--- config.mk ---
export PLATFORM = sky130hd
export DESIGN_NAME = hc595_rx
export DESIGN_NICKNAME = d
export VERILOG_FILES = /design/src/rtl/hc595_pkg.sv /design/src/rtl/seg7_decode.sv /design/src/rtl/hc595_rx.sv
export SDC_FILE = /design/constraint.sdc
export NUM_CORES = 1
export LEC_CHECK = 0
export ABC_AREA = 1
export ABC_CLOCK_PERIOD_IN_PS = 2500
export CORE_MARGIN = 2
export CORE_UTILIZATION = 45
export DETAILED_ROUTE_END_ITERATION = 6
export HOLD_SLACK_MARGIN = 0.02
export PLACE_DENSITY = 0.71
export SLEW_MARGIN = 10
export SYNTH_ARGS = -nofsm -noshare
export SYNTH_HDL_FRONTEND = slang
export SYNTH_SLANG_ARGS = --single-unit
--- constraint.sdc ---
create_clock -name clk -period 2.5 [get_ports clk]
set_input_delay 0.5 -clock clk [delete_from_list [all_inputs] [get_ports clk]]
set_output_delay 0.5 -clock clk [all_outputs]
set_load 0.02 [all_outputs]
--- src/rtl/hc595_pkg.sv ---
// hc595_pkg: shared frame geometry, segment codes and decode helpers for the 74HC595 link
package hc595_pkg;

    localparam int FRAME_BITS = 14;
    localparam int SEG_W      = 8;
    localparam int SEL_W      = 6;

    localparam logic [7:0] SEG_0 = 8'hC0;
    localparam logic [7:0] SEG_1 = 8'hF9;
    localparam logic [7:0] SEG_2 = 8'hA4;
    localparam logic [7:0] SEG_3 = 8'hB0;
    localparam logic [7:0] SEG_4 = 8'h99;
    localparam logic [7:0] SEG_5 = 8'h92;
    localparam logic [7:0] SEG_6 = 8'h82;
    localparam logic [7:0] SEG_7 = 8'hF8;
    localparam logic [7:0] SEG_8 = 8'h80;
    localparam logic [7:0] SEG_9 = 8'h90;

    function automatic logic [4:0] seg_decode(input logic [7:0] seg);
        case (seg | 8'h80)
            SEG_0:   return 5'h10;
            SEG_1:   return 5'h11;
            SEG_2:   return 5'h12;
            SEG_3:   return 5'h13;
            SEG_4:   return 5'h14;
            SEG_5:   return 5'h15;
            SEG_6:   return 5'h16;
            SEG_7:   return 5'h17;
            SEG_8:   return 5'h18;
            SEG_9:   return 5'h19;
            default: return 5'h00;
        endcase
    endfunction

    function automatic logic [7:0] bcd_pair(input logic [3:0] hi, input logic [3:0] lo);
        return 8'(hi) * 8'd10 + 8'(lo);
    endfunction

endpackage

--- src/rtl/seg7_decode.sv ---
// seg7_decode: maps an active-low segment byte and one-hot select to {valid, idx, nibble}
module seg7_decode
    import hc595_pkg::*;
(
    input  logic [SEG_W-1:0] seg,
    input  logic [SEL_W-1:0] sel,
    output logic             valid,
    output logic [2:0]       idx,
    output logic [3:0]       nibble
);

    logic [4:0] code;
    logic       one_hot;

    // decode the digit code and the select position in one pass
    always_comb begin
        code    = seg_decode(seg);
        one_hot = (sel != '0) && ((sel & (sel - 1'b1)) == '0);
        idx     = '0;
        for (int i = 0; i < SEL_W; i++) idx = sel[i] ? 3'(i) : idx;
        valid   = code[4] && one_hot;
        nibble  = code[3:0];
    end

endmodule

--- src/rtl/hc595_rx.sv ---
// hc595_rx: oversampling 74HC595 receiver that rebuilds hours/minutes/seconds from display frames
module hc595_rx #(
    parameter int FRAME_BITS  = 14,
    parameter int SYNC_STAGES = 2
) (
    input  logic       clk,
    input  logic       rst,
    input  logic       ds,
    input  logic       shcp,
    input  logic       stcp,
    input  logic       oe,
    output logic [7:0] hours,
    output logic [7:0] minutes,
    output logic [7:0] seconds,
    output logic       frame_valid,
    output logic       blank,
    output logic       err
);
    import hc595_pkg::*;

    logic [SYNC_STAGES-1:0][3:0] sync;
    logic [3:0]                  pins;
    logic                        ds_d, shcp_d, stcp_d;
    logic                        shift_en, latch_en;
    logic [FRAME_BITS-1:0]       sr, st;
    logic                        pend;
    logic [5:0][3:0]             digit;
    logic [5:0]                  seen;
    logic                        complete;
    logic                        dec_valid;
    logic [2:0]                  dec_idx;
    logic [3:0]                  dec_nib;

    assign pins     = sync[SYNC_STAGES-1];
    assign shift_en = pins[2] & ~shcp_d;
    assign latch_en = pins[1] & ~stcp_d;
    assign complete = seen == 6'h3F;

    // pin synchronizers plus one extra stage for edge detect; ds delayed alongside shcp
    always_ff @(posedge clk) begin
        if (rst) begin
            sync                   <= {SYNC_STAGES{4'b0001}};
            {ds_d, shcp_d, stcp_d} <= '0;
        end else begin
            sync                   <= {sync[SYNC_STAGES-2:0], {ds, shcp, stcp, oe}};
            {ds_d, shcp_d, stcp_d} <= pins[3:1];
        end
    end

    // shift and storage registers; a same-cycle latch captures the pre-shift sr
    always_ff @(posedge clk) begin
        if (rst) begin
            sr   <= '0;
            st   <= '0;
            pend <= 1'b0;
        end else begin
            if (shift_en) sr <= {sr[FRAME_BITS-2:0], ds_d};
            if (latch_en) st <= sr;
            pend <= latch_en;
        end
    end

    seg7_decode u_dec (
        .seg    (st[FRAME_BITS-1 -: SEG_W]),
        .sel    (st[SEL_W-1:0]),
        .valid  (dec_valid),
        .idx    (dec_idx),
        .nibble (dec_nib)
    );

    // decode stage and digit bank; a completed set is cleared while new captures still land
    always_ff @(posedge clk) begin
        if (rst) begin
            digit <= '0;
            seen  <= '0;
            err   <= 1'b0;
        end else begin
            err  <= pend & ~dec_valid;
            if (pend && dec_valid) digit[dec_idx] <= dec_nib;
            seen <= (complete ? 6'h00 : seen) | ((pend && dec_valid) ? 6'b1 << dec_idx : 6'h00);
        end
    end

    // binary assembly once all six positions are present
    always_ff @(posedge clk) begin
        if (rst) begin
            hours       <= '0;
            minutes     <= '0;
            seconds     <= '0;
            frame_valid <= 1'b0;
            blank       <= 1'b1;
        end else begin
            frame_valid <= complete;
            blank       <= pins[0];
            if (complete) begin
                hours   <= bcd_pair(digit[5], digit[4]);
                minutes <= bcd_pair(digit[3], digit[2]);
                seconds <= bcd_pair(digit[1], digit[0]);
            end
        end
    end

endmodule

; Word level (Yosys, flattened, before mapping)
; Index checks and enable logic that the tools add are counted.
; Widths: inputs -> output; s select.
[op_classes]
n_addsub = 4
mul = 3
n_div = 0
n_lt_le_gt_ge = 2
n_eq_ne = 10
shift = 1
n_mux = 11
n_bitwise = 8
n_reduce_logical = 7
[op_table]
columns = cell, n
row1 = $pmux 5 s10, 1
row2 = $add 8x4->8, 3
row3 = $bwmux 24, 1
row4 = $eq 7x5->1 const B, 3
row5 = $eq 7x7->1 const B, 3
row6 = $mul 4x3->7 const B, 3
row7 = $eq 7x6->1 const B, 2
row8 = $demux 4 s3, 1
row9 = $mux 6, 2
row10 = $mux 3, 3
row11 = $eq 7x2->1 const B, 1
row12 = $logic_not 7->1, 1
row13 = $and 6x6->6, 1
row14 = $eq 6x6->1 const B, 1
row15 = $logic_not 6->1, 1
row16 = $or 6x6->6, 1
row17 = $reduce_bool 6->1, 1
row18 = $shl 1x3->6 const A, 1
row19 = $sub 6x1->6 const B, 1
row20 = $logic_and 1x1->1, 4
row21 = $lt 3x4->1 const B, 1
row22 = $mux 4, 1
row23 = $and 1x1->1, 3
row24 = $ge 3x1->1 const B, 1
row25 = 3 further kinds, 5
[word_totals]
register_bits = 95
latch_bits = 0
ram_bits = 0
mem_bits_ro = 0
wordCells = 67
n_memories = 0

; Longest topological paths before layout
[depth]
depth_word = 10
mapped_depth = 11

; Hierarchy
; From an unflattened synthesis, not the netlist that was laid out.
[hier_totals]
cells_unflattened = 622
hier_area_um2 = 4468.0
[modules_own_cells]
columns = module, n_inst, cells_per_inst, area_per_inst_um2
row1 = hc595_rx, 1, 560, 4184.0
row2 = seg7_decode, 1, 62, 284.0

; Least setup slack after synthesis
; OpenSTA, ideal clock, no wires.
[synth_path]
path_kind = register to register
from = reg digit[5] (netlist name)
to = reg seconds[7]
arrival_ps = 1794
required_ps = 2385
setup_slack_ps = 590
path_stages_with_launch = 9
synth_period_minus_slack_ps = 1910
path_cell_list = dfxtp_1 ha_1 ha_1 fa_1 xor2_1 nand3_1 xor2_1 o21ai_0 inv_1
[synth_via]
elab_chain_len = 2
[synth_lines]
columns = element, line
row1 = start: declaration, hc595_rx.sv:27  ; logic [5:0][3:0] digit;
row2 = start signal: indexed assignment, hc595_rx.sv:79  ; if (pend && dec_valid) digit[dec_idx] <= dec_nib;
row3 = $mul 4x3->7, hc595_pkg.sv:36  ; return 8'(hi) * 8'd10 + 8'(lo);
row4 = $add 8x4->8, hc595_pkg.sv:36
row5 = end signal: assignment, hc595_rx.sv:98  ; seconds <= bcd_pair(digit[1], digit[0]);
row6 = end: declaration, hc595_rx.sv:14  ; output logic [7:0] seconds,
; Every way passes these cells.
; A chain may end at the register's enable or synchronous reset.

; Worst setup path in the final report
[layout_path]
from = reg digit[7] (netlist name)
to = reg seconds[7]
; Same word-level chain as after synthesis.

==> results.md <==
- Status: finished clean
- Post-Syn Nets: 611
- Layout cells sized above 1: 0.06710
- Die Span X: 103.1 µm
- CTS tree: yes
- R2R Setup Slk: 0.44 ns
- Post-synth top cells: nor2_1, nand2_1, dfxtp_1
- Count of cell types in the netlist: 30
- Setup_tns: 0 ns
- DRT Pass-1 Iters: 4
- Clk sinks: 95
- Top-Level Pins: 33
- Rows: 36
- # DRC: 0
- Mean routed wirelength per cell: 11.13 µm
- Die Height: 103.1 µm
- Final instance area: 0.005095 mm²
- Final Skew: 0.01091 ns
- HP Class: reg -> reg
- GRT overflow: 0
- Critical Path Start Type: flop
- WHS Endpoint: ds_d
- Min Tclk post-route: 2.057 ns
- CP Data Required Time: 2.76 ns
- H-tree depth: 3
- Post-CTS sizing: 0
- Vias per cell: 4.789
- HPWL Detailed: 5657 µm
- Clk buf depth: 2
- Worst reg2reg endpoint: seconds[7]
- DR iter-0 viols: 137
- Leakage: 2.405 nW
- Top_reg_cell synth: dfxtp_1
- # hold bufs at CTS: 0
- Starting Density: 0.4585
- Synthesized instance count: 578
- Critical Path End Type: flop
- Skew-Pair Late Insertion Delay: 0.36 ns
- Crit Path Class: reg -> reg
- Pwr per Cell Area: 565.2 mW/mm²
- TritonCTS Buffers: 9
- Routability Congestion: 0.8388
- Syn. warnings: 0
- Worst-path fanout max: 4
- Worst Hold Path Cells: 2
- Final ANT Viol Nets: 0
- Power Total: 2.880 mW
- Largest net degree at the start of global routing: 71
- Min-delay src: pins[3]
- Port Buffers: 32
- Placed Instance Area: 0.004882 mm²
- Most frequent cell after synthesis: nor2_1
- # diodes: 0
- Clock Pin Slew Worst Setup and Hold Paths: 0.09 ns
- Synth top area cells: dfxtp_1, nor2_1, nand2_1
- Die area: 0.01063 mm²
- Maximum vdd drop: 415.9 µV
- Max Cap Violations: 0
- FFs w/ async S/R, synth: 0
- Arrival time worst endpoint: 2.32 ns
- F_max: 486.1 MHz
- Via count: 3563
- Nets: 640
- Post-synth top area share: 0.4304
- Vias in the first global route: 3360
- Slew HR: 0.5790
- Post-synth EDFFs: 0
- Post-CTS Repair Setup Buffers: 0
- Antenna violations before repair: 0
- #FFs+latches synth: 95
- RSZ-0062 raised after global routing: no
- All-Layer GR Usage: 0.1728
- Slew Limit Fails: 0
- Avg Inst Size Synth: 7.646 µm²
- Synthesized cell area: 0.004419 mm²
- Clock Root Buffer: clkbuf_8
- Total Routed Length: 8278 µm
- FF-to-FF Start: digit[7]
- Slew of the pin with the lowest slew margin: 0.6308 ns
- Final setup violation count: 0
- Seq/Total Area, Yosys: 0.4304
- Synth area leader: dfxtp_1
- Fin. Hold Viols: 0
- Cell depth of the worst flop-to-flop path: 8
- Area Growth Syn to Fin: 15.29%
- Total core area: 0.009639 mm²
- First-pass GRT wire length: 14540 µm
- Final period util: 0.8230
[how the worst max path moves through the flow]
stage / cells past startpoint / to / from
finish: 8 / seconds[7] / digit[7]
floorplan: 8 / seconds[7] / digit[5]
detailed placement: 8 / seconds[7] / digit[7]
global route: 8 / seconds[7] / digit[7]
CTS: 8 / seconds[7] / digit[7]
global placement: 8 / seconds[7] / digit[7]
[cell usage in the layout, fill, tap and decap left out, types with 2 or more instances in the layout]
master,count
nand4_4,6
a21oi_1,37
nand3_1,11
nor2_1,123
a31oi_1,2
nor3_1,5
clkdlybuf4s50_1,32
clkbuf_1,2
xor2_1,8
xnor2_1,7
clkbuf_8,10
ha_1,21
nor2_2,4
nand2_2,2
inv_2,3
nand2_1,97
dfxtp_1,95
bufinv_16,2
or2_2,3
o221ai_1,2
buf_4,5
inv_1,62
fa_1,6
nand4_1,3
o21ai_0,53
[critical path, stage by stage (launching register included)]
cell and delay, ns:
dfxtp_1 0.38, ha_1 0.26, ha_1 0.24, fa_1 0.39, xor2_1 0.21, nand3_1 0.12, xor2_1 0.16, o21ai_0 0.15
inv_1 0.05
[power breakdown]
group / total, mW / switching [mW] / internal [mW]
Clock: 1.10 / 0.515 / 0.587
Combinational: 0.213 / 0.144 / 0.0682
Sequential: 1.56 / 0.0217 / 1.54
Total: 2.88 / 0.681 / 2.20
[logic make-up (layout without fill, tap and decap cells)]
logic type	Yosys count	after routing	synth area share
AOI/OAI and AO/OA	96	96	0.1121
xor gates and xnor gates	15	15	0.02973
adders and majority gates	27	27	0.08664
buffers and inverters	86	119	0.07446
DFF	95	95	0.4304
and+or+nand+nor	259	259	0.2667
[metal layers]
metal  GRT usage  wire length (µm)
met5           0                 0
met3     0.03661               293
met4     0.06275               133
met2      0.3057              4051
met1      0.2061              3799
[layout make-up]
type	instances	area, µm²
inverters	66	247.7
well taps	133	166.4
repair buffers	38	377.9
fillers	956	4544
clock inverters	3	67.56
clock buffers	12	145.1
flip-flops and latches	95	1902
multi-input cells	397	2188
[stage by stage]
step / setup slack [ns] / std cells / hold slack [ns] / util
after floorplan: 0.5901 / 578 / 0.3883 / -
after global routing: 0.3012 / 744 / 0.4261 / 0.5286
final: 0.4426 / 744 / 0.4035 / 0.5286
after detailed placement: 0.4476 / 729 / 0.3949 / 0.5065
after global placement: 0.5114 / 729 / 0.3922 / 0.5065
after CTS: 0.4440 / 744 / 0.4080 / 0.5286
[flip-flops by register name, indices dropped and copies added (netlist names)]
| register | count |
|---|---|
| ds_d | 1 |
| st | 13 |
| hours | 8 |
| blank | 1 |
| seconds | 8 |
| frame_valid | 1 |
| sr | 13 |
| stcp_d | 1 |
| seen | 6 |
| err | 1 |
| sync | 4 |
| pend | 1 |
| minutes | 8 |
| pins | 4 |
| shcp_d | 1 |
| digit | 24 |
(Power assumes the default switching activity.)
